$ cat src/rtl/sad_ctrl_if.sv
// Control/status bundle between the SAD sequencer, the customSad datapath and the A/B memories.
// The master side is the sequencer; the slave side is the datapath plus memories.
interface sad_ctrl_if;
   logic mem_rd;
   logic mem_ack;
   logic i_inc;
   logic i_clr;
   logic sum_ld;
   logic sum_clr;
   logic sadreg_ld;
   logic sadreg_clr;
   logic i_ld_256;

   modport master (
      output mem_rd, i_inc, i_clr, sum_ld, sum_clr, sadreg_ld, sadreg_clr,
      input  i_ld_256, mem_ack
   );

   modport slave (
      input  mem_rd, i_inc, i_clr, sum_ld, sum_clr, sadreg_ld, sadreg_clr,
      output i_ld_256, mem_ack
   );
endinterface

$ cat src/rtl/sad_ctrl.sv
// Moore sequencer for the customSad datapath: walks N_ELEMS A/B pairs through
// check/fetch/accumulate, stores the sum and pulses done.
module sad_ctrl #(
   parameter int N_ELEMS = 256
) (
   input  logic       clk,
   input  logic       rst_n,
   input  logic       go,
   input  logic       abort,
   sad_ctrl_if.master dp,
   output logic       busy,
   output logic       done
);

   typedef enum logic [2:0] {
      SADCLR, IDLE, INIT, CHECK, FETCH, ACCUM, STORE, DONE
   } state_t;

   state_t state, state_nxt;

   // The loop bound itself lives in the datapath comparator; only sanity-check it here.
   if (N_ELEMS < 1) begin : g_param_check
      $error("sad_ctrl: N_ELEMS must be at least 1");
   end

   // NOTE: state is a flop, so it is written with <= only; blocking here would race other edge-triggered readers.
   always_ff @(posedge clk) begin
      if (!rst_n) state <= SADCLR;
      else        state <= state_nxt;
   end

   always_comb begin
      // NOTE: every signal written below gets a default first, so no path through the case can infer a latch.
      state_nxt     = state;
      dp.mem_rd     = 1'b0;
      dp.i_inc      = 1'b0;
      dp.i_clr      = 1'b0;
      dp.sum_ld     = 1'b0;
      dp.sum_clr    = 1'b0;
      dp.sadreg_ld  = 1'b0;
      dp.sadreg_clr = 1'b0;
      busy          = 1'b0;
      done          = 1'b0;

      case (state)
         SADCLR: begin
            dp.sadreg_clr = 1'b1;
            state_nxt     = IDLE;
         end
         IDLE: begin
            if (go) state_nxt = INIT;
         end
         INIT: begin
            dp.i_clr   = 1'b1;
            dp.sum_clr = 1'b1;
            busy       = 1'b1;
            state_nxt  = CHECK;
         end
         CHECK: begin
            busy      = 1'b1;
            state_nxt = dp.i_ld_256 ? FETCH : STORE;
         end
         FETCH: begin
            dp.mem_rd = 1'b1;
            busy      = 1'b1;
            if (dp.mem_ack) state_nxt = ACCUM;
         end
         ACCUM: begin
            dp.sum_ld = 1'b1;
            dp.i_inc  = 1'b1;
            busy      = 1'b1;
            state_nxt = CHECK;
         end
         STORE: begin
            dp.sadreg_ld = 1'b1;
            busy         = 1'b1;
            state_nxt    = DONE;
         end
         DONE: begin
            done      = 1'b1;
            state_nxt = IDLE;
         end
         default: state_nxt = SADCLR;
      endcase

      // busy marks exactly the abortable states, and abort beats every other transition out of them.
      if (abort && busy) state_nxt = IDLE;
   end

endmodule

$ cat src/flat_wrapper.sv
// flat-port wrapper written by rule: the top's interface ports become plain ports
module sad_ctrl_flat 
#(
   parameter int N_ELEMS = 256
)
  (clk, rst_n, go, abort, busy, done, dp_mem_rd, dp_i_inc, dp_i_clr, dp_sum_ld, dp_sum_clr, dp_sadreg_ld, dp_sadreg_clr, dp_i_ld_256, dp_mem_ack);
  sad_ctrl_if dp_i ();
  input  logic clk;
  input  logic rst_n;
  input  logic go;
  input  logic abort;
  output logic busy;
  output logic done;
  output wire logic [$bits(dp_i.mem_rd)-1:0] dp_mem_rd;
  output wire logic [$bits(dp_i.i_inc)-1:0] dp_i_inc;
  output wire logic [$bits(dp_i.i_clr)-1:0] dp_i_clr;
  output wire logic [$bits(dp_i.sum_ld)-1:0] dp_sum_ld;
  output wire logic [$bits(dp_i.sum_clr)-1:0] dp_sum_clr;
  output wire logic [$bits(dp_i.sadreg_ld)-1:0] dp_sadreg_ld;
  output wire logic [$bits(dp_i.sadreg_clr)-1:0] dp_sadreg_clr;
  input wire logic [$bits(dp_i.i_ld_256)-1:0] dp_i_ld_256;
  input wire logic [$bits(dp_i.mem_ack)-1:0] dp_mem_ack;
  assign dp_mem_rd = dp_i.mem_rd;
  assign dp_i_inc = dp_i.i_inc;
  assign dp_i_clr = dp_i.i_clr;
  assign dp_sum_ld = dp_i.sum_ld;
  assign dp_sum_clr = dp_i.sum_clr;
  assign dp_sadreg_ld = dp_i.sadreg_ld;
  assign dp_sadreg_clr = dp_i.sadreg_clr;
  assign dp_i.i_ld_256 = dp_i_ld_256;
  assign dp_i.mem_ack = dp_mem_ack;
  sad_ctrl #(.N_ELEMS(N_ELEMS)) u_core (.clk(clk), .rst_n(rst_n), .go(go), .abort(abort), .dp(dp_i), .busy(busy), .done(done));
endmodule
$ cat config.mk
export PLATFORM = sky130hd
export DESIGN_NAME = sad_ctrl_flat
export DESIGN_NICKNAME = d
export VERILOG_FILES = /design/src/rtl/sad_ctrl_if.sv /design/src/rtl/sad_ctrl.sv /design/src/flat_wrapper.sv
export SDC_FILE = /design/constraint.sdc
export NUM_CORES = 1
export LEC_CHECK = 0
export CAP_MARGIN = 20
export CELL_PAD_IN_SITES_DETAIL_PLACEMENT = 1
export CELL_PAD_IN_SITES_GLOBAL_PLACEMENT = 2
export CORE_MARGIN = 1.5
export CORE_UTILIZATION = 16
export CTS_CLUSTER_DIAMETER = 120
export DETAILED_ROUTE_END_ITERATION = 10
export PLACE_DENSITY_LB_ADDON = 0.1
export SLEW_MARGIN = 5
export SYNTH_ARGS = -nofsm -noshare
export SYNTH_HDL_FRONTEND = slang
export SYNTH_SLANG_ARGS = --single-unit
$ cat constraint.sdc
create_clock -name clk -period 1.2 [get_ports clk]
set_input_delay 0.24 -clock clk [delete_from_list [all_inputs] [get_ports clk]]
set_output_delay 0.24 -clock clk [all_outputs]
set_load 0.02 [all_outputs]
==> results of run 1 <==
-- critical path: cells and delay by family (launching register included) --
family	cells	cell delay [ns]
DFF	1	0.35
and+or+nand+nor	1	0.19
AOI/OAI and AO/OA	1	0.13
buffers and inverters	1	0.13
-- repair_timing --
item,in CTS,in global routing
setup endpoints to repair,9,10
setup buffers,1,1
resized for setup,58,9
cloned,0,0
pin swaps,1,0
hold buffers,0,0
-- area by class of cell --
type	instances	area [sq um]	area share, %
Sequential cell	3	71.3	13.5
Multi-Input combinational cell	19	173	32.6
Clock buffer	4	26.3	4.96
Timing Repair Buffer	25	230	43.5
Inverter	2	10.0	1.89
Tap cell	15	18.8	3.55
-- synthesized netlist by cell type --
cell / number / area, sq um
nor3_1: 2 / 10.0
nor2_1: 3 / 11.3
buf_6: 1 / 11.3
nand2_1: 1 / 3.75
and3_4: 1 / 11.3
o21a_1: 1 / 7.51
o21ai_1: 1 / 5.00
and3b_1: 1 / 8.76
o21ai_0: 1 / 5.00
buf_4: 2 / 15.0
inv_1: 2 / 7.51
o41ai_1: 1 / 8.76
nand2b_4: 1 / 13.8
and3_2: 1 / 7.51
o221ai_1: 1 / 8.76
a31oi_1: 1 / 6.26
dfxtp_1: 3 / 60.1
nand2b_1: 1 / 6.26
a21oi_2: 2 / 17.5
-- final timing paths --
kind,cells past startpoint,to,from,slack (ns)
worst max-delay path,3,busy,u_core.state[1],-0.08
worst min-delay path,2,u_core.state[0],u_core.state[0],0.62
worst max register to register,5,u_core.state[0],u_core.state[2],0.07
worst min register to register,2,u_core.state[0],u_core.state[0],0.62
-- cells in the final DEF (no fill, tap or decap), types with 2 or more instances in the layout --
master,Yosys,routed
buf_4,2,12
clkdlybuf4s50_1,0,5
dfxtp_4,0,3
buf_6,1,8
nor2_4,0,2
clkbuf_4,0,3
-- power by group through the flow --
stage | Sequential [mW] | Clock [mW] | Combinational [mW]
6_report | 0.116 | 0.180 | 0.141
3_3_place_gp | 0.119 | 0 | 0.122
5_1_grt | 0.118 | 0.200 | 0.153
2_1_floorplan | 0.118 | 0 | 0.0548
3_5_place_dp | 0.119 | 0 | 0.123
4_1_cts | 0.117 | 0.191 | 0.128
-- per-layer routing --
metal / vias to the layer above / global-route usage, % / routed length [um]
met5: - / 0 / 0
met4: 0 / 10.0 / 12
met3: 2 / 1.67 / 40
met2: 11 / 21.0 / 446
met1: 140 / 13.7 / 294
li1: 150 / - / -
-- kinds of logic (layout without fill, tap and decap cells) --
kind of cell	after synthesis	count (layout)	synth area share, %
simple gates	11	11	32.2
compound gates	8	8	26.1
buf+inv	5	31	15.0
flops	3	3	26.7
-- stage by stage --
stage | util (%) | hold WS (ns) | setup WS [ns]
after floorplan | - | 0.319 | 0.0246
after global placement | 33.6 | 0.702 | -0.336
after detailed placement | 33.6 | 0.718 | -0.392
after CTS | 37.1 | 0.616 | -0.110
after global routing | 40.7 | 0.621 | -0.120
final | 40.7 | 0.616 | -0.0801
==> results.toml, run 1 <==
[setup_path]
slowest_stage = "dfxtp_4"
path_class = "reg -> out"
max_stage_delay_ns = 0.35
worst_setup_path_end_kind = "primary output"
cp-start-kind = "register"
required_ns = 0.96
worstPathArrival_ns = 1.04
cp_max_fo = 4
path_cells = "and3_4, a21oi_4, buf_6"

[placed_design]
dpl.hpwl_um = 586
post_dp_cell_area_sq_um = 437
placed_cells = 62
io_buffers = 14
gp_congestion = 0.838

[final_layout]
final_cells = 68
largest-register = "u_core.state"
areaGrowthSynthToFinish_pct = 135
drive_above_1_share_pct = 67.9
largest_reg_flops = 3
antenna_cells = 0
num-nets-final = 60
fin_area_sq_um = 529
reg_top3 = "u_core.state (3)"
fillers = 162

[clocking]
h-tree-depth = 1
path_clk_slew_ns = 0.04
tritoncts = "yes"
cts_buffers = 3
clock-root-buffer = "clkbuf_4"
cts_max_path_buffers = 2
clkLatencyLatePin_ns = 0.24
cts.sink_count = 3

[sta]
timing.fmax_mhz = 781
slew_violations = 0
setup_viol = 7
period_needed_ns = 1.28
setup_slack_ns = -0.0801
clock-skew-final_ns = 0.00343
slew_headroom_pct = 83.6
rsz0062_at_grt = "yes"
period_share_pct = 107
tightest_slew_ns = 0.243
hold_viol = 0
setup_tns_ns = -0.429

[logic_synthesis]
syn_inst = 27
ys_seq_area_share_pct = 26.7
ys_types = 19
avgSynthCellArea_sq_um = 8.34
synth_area_sq_um = 225
ys_ff_latch = 3
yosys_warnings = 0
syn-num-nets = 33

[power_and_ir_drop]
p_switching_uw = 128
power.leakage_nw = 0.229
clock_power_share_pct = 41.1
powerDensity_mw_per_mm2 = 826
combPwrFrac_pct = 32.3
pwr-share-seq_pct = 26.6
ir_drop_mv = 0.306
p_sw_share_pct = 29.3
intPower_uw = 309
power_uw = 437

[global_routing]
grt_pass1_wl_mm = 1.27
grt_pass1_vias = 309
grt-ovfl-total = 0
grt_max_degree = 8
antenna_found_initial = 0
grt_usage_pct = 12.5

[detailed_routing]
vias = 303
dr.pass1.iters = 2
routed_wl_um = 794
antenna_left = 0
wl_per_cell_um = 11.7
via_per_inst = 4.46
drt-initial-drc-count = 2
drcViolationCount = 0

[min_path]
hp-class = "reg -> reg"

[run_status]
outcome = "finished with violations"
violations = "setup timing"

[die]
core_region_area_sq_mm = 0.00130
io_pins = 15
fp.dieH_um = 40.5
die-area_sq_mm = 0.00164
rows = 13
initial_core_util_pct = 17.3
die_width_um = 40.5

[run]
cap_viol_max_count = 0
No activity file was read; power rests on OpenSTA's default activity.
==> run 2: changes to the inputs <==
CORE_UTILIZATION = 14   (was 16)
clock period = 1.1 ns   (was 1.2 ns; I/O delays follow)
==> run 2 against run 1 <==
- the flow still finishes with violations (setup timing)
- sequential share of layout area down 0.78 points
- setup slack worse by 0.078 ns
- clock power rose by 10%
- critical path type unchanged
==> results.toml, run 2 (synthesized netlist as in run 1, its figures left out) <==
[global_routing]
grt_busiest_layer = "met2"
antenna_found_initial = 0
grt_pass1_vias = 329
grt_max_degree = 7
grt_pass1_wl_mm = 1.44
grt_usage_pct = 11.1
grt_use_met2_pct = 16.4
use_met3_pct = 3.83
grt-ovfl-total = 0
use_met1_pct = 12.8

[clocking]
h-tree-depth = 1
path_clk_slew_ns = 0.04
cts.sink_count = 3
tritoncts = "yes"
clock-root-buffer = "clkbuf_4"
cts-hold-fix-buffers = 0
cts_buffers = 3
cts_max_path_buffers = 2
clkLatencyLatePin_ns = 0.24

[setup_path]
path_cells = "and3_4, a21oi_4, buf_6"
worst_setup_path_end_kind = "primary output"
cp-start-kind = "register"
cp_top_family = "flip-flops"
crit_cells = 3
path_class = "reg -> out"
startpoint = "u_core.state[0]"
max_stage_delay_ns = 0.36
r2r_start = "u_core.state[0]"
rrSetupSlack_ns = 0.02
r2r_end = "u_core.state[0]"
endpoint = "busy"
ff2ff_path_depth = 4
slowest_stage = "dfxtp_4"
cp_num_buf_inv = 1
worstPathArrival_ns = 1.04
cp_max_fo = 6
required_ns = 0.88

[sta]
setup_viol = 9
setup_slack_ns = -0.158
rsz0062_at_grt = "yes"
tightest_slew_ns = 0.263
slew_headroom_pct = 82.4
whs_ns = 0.613
clock-skew-final_ns = 0.00177
hold_viol = 0
period_share_pct = 114
slew_violations = 0
timing.fmax_mhz = 795
period_needed_ns = 1.26

[final_layout]
utilization_pct = 37.3
final_common_cell = "buf_4"
reg_top3 = "u_core.state (3)"
areaGrowthSynthToFinish_pct = 149
largest-register = "u_core.state"
final_cell_mix = "buf_4 (12), buf_6 (8), clkdlybuf4s50_1 (5)"
antenna_cells = 0
num-nets-final = 61
largest_reg_flops = 3
drive_above_1_share_pct = 72.2

[power_and_ir_drop]
intPower_uw = 346
ir_drop_mv = 0.337
pwr-share-seq_pct = 25.9
clock_power_share_pct = 39.9
powerDensity_mw_per_mm2 = 884
combPwrFrac_pct = 34.1
p_sw_share_pct = 30.4
power_uw = 497
p_switching_uw = 151
power.leakage_nw = 0.240

[run_status]
outcome = "finished with violations"
violations = "setup timing"

[die]
die_width_um = 43.1
die-area_sq_mm = 0.00186
core_region_area_sq_mm = 0.00151
io_pins = 15
initial_core_util_pct = 15.0
fp.dieH_um = 43.1
rows = 14

[placed_design]
io_buffers = 14
dpl.hpwl_um = 655
gp_congestion = 0.721

[min_path]
hp-class = "reg -> reg"

[detailed_routing]
antenna_left = 0
wl_per_cell_um = 12.3
via_per_inst = 4.27
drt-initial-drc-count = 4
routed_wl_um = 858
drcViolationCount = 0
vias = 299
dr.pass1.iters = 3

[run]
cap_viol_max_count = 0
## run 2: changes by cell type in the layout (fill, tap and decap cells not counted), sizes merged
cell and delta:
buf +1
## run 2: metal layers
metal  wire (um)  vias up
li1            -      150
met1         364      137
met2         444       10
met3          38        2
met4          11        0
met5           0        -
## run 2: worst min-delay path by stage
stage,startpoint,end,slack (ns),cells past startpoint
after CTS,rst_n,u_core.state[0],0.59,3
after global placement,u_core.state[2],u_core.state[0],0.69,3
after floorplan,abort,u_core.state[1],0.29,1
after detailed placement,u_core.state[2],u_core.state[0],0.71,3
after global routing,u_core.state[0],u_core.state[0],0.64,2
final,u_core.state[0],u_core.state[0],0.61,2
## run 2: worst min-delay path, stage by stage (launching register included)
cell	delay, ns
dfxtp_4	0.38
buf_4	0.13
a31oi_1	0.06
## run 2: layout make-up
| cell class | count | area [sq um] |
|---|---|---|
| timing repair buffer | 26 | 235 |
| tap | 16 | 20.0 |
| clock buffer | 4 | 26.3 |
| inverter | 2 | 10.0 |
| sequential | 3 | 71.3 |
| fill | 179 | 945 |
| multi-input combinational | 19 | 199 |
## run 2: through the flow
step / cell area, sq um / setup TNS, ns / setup WS, ns / std cells
floorplan: 246 / -0.0115 / -0.0115 / 27
global placement: 455 / -4.00 / -0.443 / 64
detailed placement: 455 / -4.23 / -0.471 / 64
CTS: 495 / -1.31 / -0.189 / 69
global route: 562 / -1.64 / -0.207 / 70
finish: 562 / -1.20 / -0.158 / 70
## run 2: power by group through the flow
stage | combinational [mW] | sequential [mW] | clock [mW]
final | 0.169 | 0.129 | 0.198
after global routing | 0.180 | 0.130 | 0.216
after CTS | 0.151 | 0.129 | 0.212
after detailed placement | 0.143 | 0.132 | 0
after global placement | 0.143 | 0.131 | 0
after floorplan | 0.0617 | 0.131 | 0
## run 2: repair_timing
item / 4_1_cts / 5_1_grt
gates resized for setup: 54 / 12
buffers inserted: 1 / 1
pin swaps: 3 / 1
endpoints found under the setup margin: 12 / 11
==> edit 1 (settings of run 2) <==
Make the reset (`rst_n`) asynchronous in one clocked block.
--- a/src/rtl/sad_ctrl.sv
+++ b/src/rtl/sad_ctrl.sv
@@ -24,7 +24,7 @@
    end
 
    // NOTE: state is a flop, so it is written with <= only; blocking here would race other edge-triggered readers.
-   always_ff @(posedge clk) begin
+   always_ff @(posedge clk or negedge rst_n) begin
       if (!rst_n) state <= SADCLR;
       else        state <= state_nxt;
    end
Check against the original RTL: differs if rst_n is asserted again (counterexample within 4 cycles, from zero or initial values and one cycle with rst_n low); with rst_n held inactive, the same outputs for 10 cycles.
==> edit 1 against run 2 <==
- the flow still finishes with violations (negative setup slack)
- critical path depth stayed put
- final area is 12% lower
- routed wire length is 16% lower
- first-iteration DRC count is 75% lower
- area after synthesis is 9.4% higher
- via count is 7.7% lower
- worst setup slack worse by 0.079 ns
- sequential cell count stayed put
- non-clock buffer count is 5 lower
- clock skew is 0.00097 ns lower
- critical path type unchanged
- critical endpoint is now dp_sum_ld
- largest cell class unchanged
Power is not compared: it rests on default switching activity, and its combinational part moved more than twofold at a synthesized area within 25%.
==> edit 1: results (changes against run 2) <==
| Item | Reported | Unit | Delta |
|:---|:---|:---|:---|
| Run status | finished, violations left | - |  |
| Failing checks | negative setup slack | - |  |
| Library cells used by synthesis | 18 | - | -1 |
| Critical path data arrival time | 1.12 | ns | +0.08 ns |
| Gate Count Post-Synth | 28 | - | +3.7% |
| Most used standard cell by instance count after synthesis | sky130_fd_sc_hd__nor2_1 | - |  |
| Largest registers | u_core.state (3) | - |  |
| Net count of the mapped netlist | 34 | - | +3.0% |
| Antenna cell count | 0 | - | unchanged |
| Clock buffer depth | 2 | - | unchanged |
| Clock-pin slew of the registers on the worst-case setup and hold paths | 0.04 | ns | about the same |
| Routed WL per cell | 11.1 | µm | -9.6% |
| Initial antenna violation count | 0 | - | unchanged |
| Post-place instance area | 437 | µm² | -4.1% |
| Portion of the post-synthesis area used by sequential elements | 0.305 | - | +0.0379 |
| Number of buffers added by the clock tree synthesis step | 3 | - | unchanged |
| Slew at the pin with the worst max-slew slack | 0.187 | ns | -0.0762 ns |
| DP HPWL | 537 | µm | -18% |
| Total placed cells including tap cells | 59 | - | -7.8% |
| Pin count of the biggest net entering global routing | 9 | - | +2 |
| Cell Count, Final, Fillers Out | 65 | - | -7.1% |
| Count of final max-slew check failures | 0 | - | unchanged |
| Leakage | 0.000218 | µW |  |
| H-Tree Depth | 1 | - | unchanged |
| Dominant cells by area after synthesis | sky130_fd_sc_hd__dfrtp_1 30%, sky130_fd_sc_hd__buf_4 9.1%, sky130_fd_sc_hd__a2bb2oi_2 6.1% | - |  |
| Number of DRC markers in iteration 0 | 1 | - | -3 |
| Worst-skew pair later-pin latency | 0.23 | ns |  |
| Final setup slack of the worst path | -0.238 | ns | -0.0794 ns |
| Antenna-violating nets left | 0 | - | unchanged |
| Peak supply drop | 784 | µV |  |
| # nets final | 56 | - | -8.2% |
| Share of cells above drive strength 1 | 0.633 | - | -0.0896 |
| Final Wtd Congestion | 0.718 | - | -0.39% |
| Type of the most critical hold path | in -> async | - |  |
| Most frequent cells after synthesis | 4 x sky130_fd_sc_hd__nor2_1, 3 x sky130_fd_sc_hd__buf_4, 3 x sky130_fd_sc_hd__dfrtp_1 | - |  |
| Synthesis warning total | 0 | - | unchanged |
| All-layer global routing usage | 0.0775 | - | -0.0340 |
| NetSw | 503 | µW |  |
| Vias/cell | 4.25 | - | -0.59% |
| Asr flop ratio synth | 1.00 | - | +1.00 |
| First-pass GRT wire length | 1.08 | mm | -25% |
| Count of buffers from port buffering | 14 | - | unchanged |
| Flip-flop cell with the highest count after synthesis | sky130_fd_sc_hd__dfrtp_1 | - |  |
| Worst-path fanout max | 6 | - | unchanged |
| Setup violations, final | 12 | - | +3 |
| Drt first pass iters | 3 | - | unchanged |
| Worst clock skew on the final layout | 0.000800 | ns | -0.000974 ns |
| Via count of the first global-routing pass | 260 | - | -21% |
| CTS root buf | sky130_fd_sc_hd__clkbuf_4 | - |  |
edit 1: changes by cell type after synthesis, moves of 2 or more:
| cell | before | now |
|---|---|---|
| sky130_fd_sc_hd__a21oi_2 | 2 | 0 |
| sky130_fd_sc_hd__and3_1 | 0 | 2 |
| sky130_fd_sc_hd__dfrtp_1 | 0 | 3 |
| sky130_fd_sc_hd__dfxtp_1 | 3 | 0 |
edit 1: critical path, stage by stage, from the launching register on:
cell and delay, ns:
sky130_fd_sc_hd__dfrtp_2 0.45, sky130_fd_sc_hd__inv_4 0.10, sky130_fd_sc_hd__and3_2 0.20, sky130_fd_sc_hd__buf_4 0.14
edit 1: final timing paths:
kind	from	end	slack, ns	cells after the start
worst min register to register	u_core.state[1]	u_core.state[1]	0.76	2
max in group asynchronous	rst_n	u_core.state[1]	0.76	1
min in group clk	dp_mem_ack	u_core.state[0]	0.60	3
worst max register to register	u_core.state[2]	u_core.state[2]	-0.07	5
worst max-delay path	u_core.state[1]	dp_sum_ld	-0.24	3
worst min-delay path	rst_n	u_core.state[0]	0.18	1
edit 1: cell type report:
cell class                      instances  area, µm²
Clock buffer                            4       26.3
Fill cell                             190       1080
Inverter                                2       10.0
Multi-Input combinational cell         19        168
Sequential cell                         3       78.8
Tap cell                               16       20.0
Timing Repair Buffer                   21        189
edit 1: power groups by stage:
stage,Sequential [µW],Clock (µW),Combinational [µW]
floorplan,186,0,505
global placement,248,0,680
detailed placement,252,0,684
CTS,266,201,722
global route,276,215,813
finish,265,194,766
edit 1: per-stage QoR:
step	setup TNS, ns	setup WS [ns]	util
after floorplan	-0.390	-0.133	-
after global placement	-4.64	-0.491	0.277
after detailed placement	-4.71	-0.510	0.277
after CTS	-2.02	-0.251	0.298
after global routing	-2.64	-0.288	0.312
final	-2.04	-0.238	0.312
edit 1: cells by family (layout without fill, tap and decap cells):
kind of cell	count (synthesis)	count (layout)	share of synthesized area
and+or+nand+nor	13	13	0.315
muxes	1	1	0.0406
AOI/OAI and AO/OA	5	5	0.173
buffers and inverters	6	27	0.167
DFF	3	3	0.305
edit 1: timing repair:
item | 4_1_cts | 5_1_grt
resized for setup | 53 | 4
setup endpoints to repair | 12 | 12
pin swaps | 1 | 3
buffers inserted | 1 | 1
hold buffers | 0 | 0
edit 1: routing by layer:
layer  track usage  part of all wire
met4        0.0353                 0
met3        0.0480             0.079
met5             0                 0
met1        0.0882              0.44
met2         0.114              0.48
==> edit 2 (flow settings as in run 2) <==
Without the edit above. Re-encode `state_t` (8 states) as one-hot, 8 bits wide.
--- a/src/rtl/sad_ctrl.sv
+++ b/src/rtl/sad_ctrl.sv
@@ -12,8 +12,8 @@
    output logic       done
 );
 
-   typedef enum logic [2:0] {
-      SADCLR, IDLE, INIT, CHECK, FETCH, ACCUM, STORE, DONE
+   typedef enum logic [7:0] {
+      SADCLR = 8'b00000001, IDLE = 8'b00000010, INIT = 8'b00000100, CHECK = 8'b00001000, FETCH = 8'b00010000, ACCUM = 8'b00100000, STORE = 8'b01000000, DONE = 8'b10000000
    } state_t;
 
    state_t state, state_nxt;
Function: same outputs for any inputs over 10 cycles, from zero or initial values and one cycle with rst_n low; not proved beyond that.
==> edit 2 against run 2 <==
- routed wire length grew 110%
- area after synthesis grew 120%
- clock power grew 22%
- sequential cell count grew 5
- the flow still finishes with violations (negative setup slack)
- worst setup slack lost 0.43 ns
- first-iteration DRC count grew 75%
- highest routed layer unchanged
- critical path type unchanged
- die area grew 110%
- final area grew 99%
- register-to-register slack lost 0.44 ns
- synthesized cell count grew 110%
- power grew 76%
- count of clock-buffer cells in the layout shrank 1
- sequential share of layout area grew 2.7 points
==> edit 2: results (changes against run 2) <==
| Item | Reported | Unit | Delta |
|:---|:---|:---|:---|
| Routed met1 length | 879 | µm | +140% |
| GR met3 Demand/Resource | 0.0272 | - | -0.0111 |
| Sw Ratio | 0.318 | - | +0.0134 |
| Failing checks | negative setup slack | - |  |
| Number of fill cells in the layout | 409 | - | +130% |
| Most frequent cells after synthesis | 8 x sky130_fd_sc_hd__dfxtp_1, 7 x sky130_fd_sc_hd__nor2_1, 5 x sky130_fd_sc_hd__nand2_1, 4 x sky130_fd_sc_hd__inv_1, 4 x sky130_fd_sc_hd__nand2b_1 | - |  |
| Share of cells above drive strength 1 | 0.755 | - | +0.0327 |
| Gate Count Post-Synth | 58 | - | +110% |
| Timing startpoint of the critical path | u_core.state[6] | - |  |
| First-pass GRT wire length | 2.72 | mm | +89% |
| Critical path data arrival time | 1.47 | ns | +0.43 ns |
| Synthesized area divided by synthesized cell count | 8.48 | µm² | +1.6% |
| Sequential share of power | 0.358 | - | +0.099 |
| Net count of the mapped netlist | 64 | - | +94% |
| Type of the most critical hold path | in -> reg | - |  |
| Seq area share | 0.154 | - | +0.0266 |
| DP HPWL | 1.23 | mm | +88% |
| Post-place instance area | 877 | µm² | +93% |
| Multi-In Gates | 42 | - | +23 |
| Clock group power | 242 | µW | +22% |
| Peak supply drop | 289 | µV | -14% |
| Worst clock skew on the final layout | 0.00679 | ns | +0.00502 ns |
| Worst r2r dst | u_core.state[7] | - |  |
| Clock tree buffer count of the final layout | 3 | - | -1 |
| DR WL met3 | 61 | µm | +61% |
| Worst-skew pair later-pin latency | 0.26 | ns | +0.02 ns |
| Pin count of the biggest net entering global routing | 5 | - | -2 |
| Hold Slack | 0.525 | ns | -0.0875 ns |
| Total placed cells including tap cells | 135 | - | +110% |
| Worst-path fanout max | 3 | - | -3 |
| # nets final | 110 | - | +80% |
| Sequential cell area | 171 | µm² | +140% |
| Non-clock inverter total of the final layout | 5 | - | +3 |
| Count of buffers not belonging to the clock network in the layout | 44 | - | +69% |
| Library cells used by synthesis | 24 | - | +5 |
| Wire length after detailed routing | 1.79 | mm | +110% |
| Setup violations, final | 17 | - | +8 |
| Number of DRC markers in iteration 0 | 7 | - | +3 |
| Final setup slack of the worst path | -0.592 | ns | -0.433 ns |
| Cell count of the worst hold path | 3 | - | +1 |
| Final Wtd Congestion | 0.707 | - | -2.0% |
| NetSw | 277 | µW | +83% |
| Met2 layer wire length in the routed design | 829 | µm | +87% |
| Synth Area in Compound Gates | 0.130 | - | -0.131 |
| Multi-input logic portion of the cell area | 0.387 | - | +0.0327 |
| Run status | finished, violations left | - |  |
| Drt first pass iters | 2 | - | -1 |
[edit 2: changes by cell type in the layout (fill, tap and decap cells not counted), moves of 3 or more]
cell / run 2 / this run
sky130_fd_sc_hd__buf_4: 12 / 24
sky130_fd_sc_hd__buf_6: 8 / 13
sky130_fd_sc_hd__dfxtp_1: 0 / 3
sky130_fd_sc_hd__dfxtp_2: 0 / 3
sky130_fd_sc_hd__nand2_2: 0 / 4
sky130_fd_sc_hd__nand2b_1: 1 / 4
sky130_fd_sc_hd__nor2_1: 1 / 4
sky130_fd_sc_hd__nor4_4: 0 / 3
[edit 2: worst max-delay path, cell delays in order (launching register included)]
cell and delay (ns):
sky130_fd_sc_hd__dfxtp_4 0.36, sky130_fd_sc_hd__nor4_4 0.32, sky130_fd_sc_hd__nand2_2 0.14, sky130_fd_sc_hd__nor3b_4 0.24, sky130_fd_sc_hd__buf_6 0.15
[edit 2: repair_timing]
action,CTS,global route
resized for setup,77,8
pin swaps,15,11
setup endpoints to repair,17,17
buffers inserted,11,6
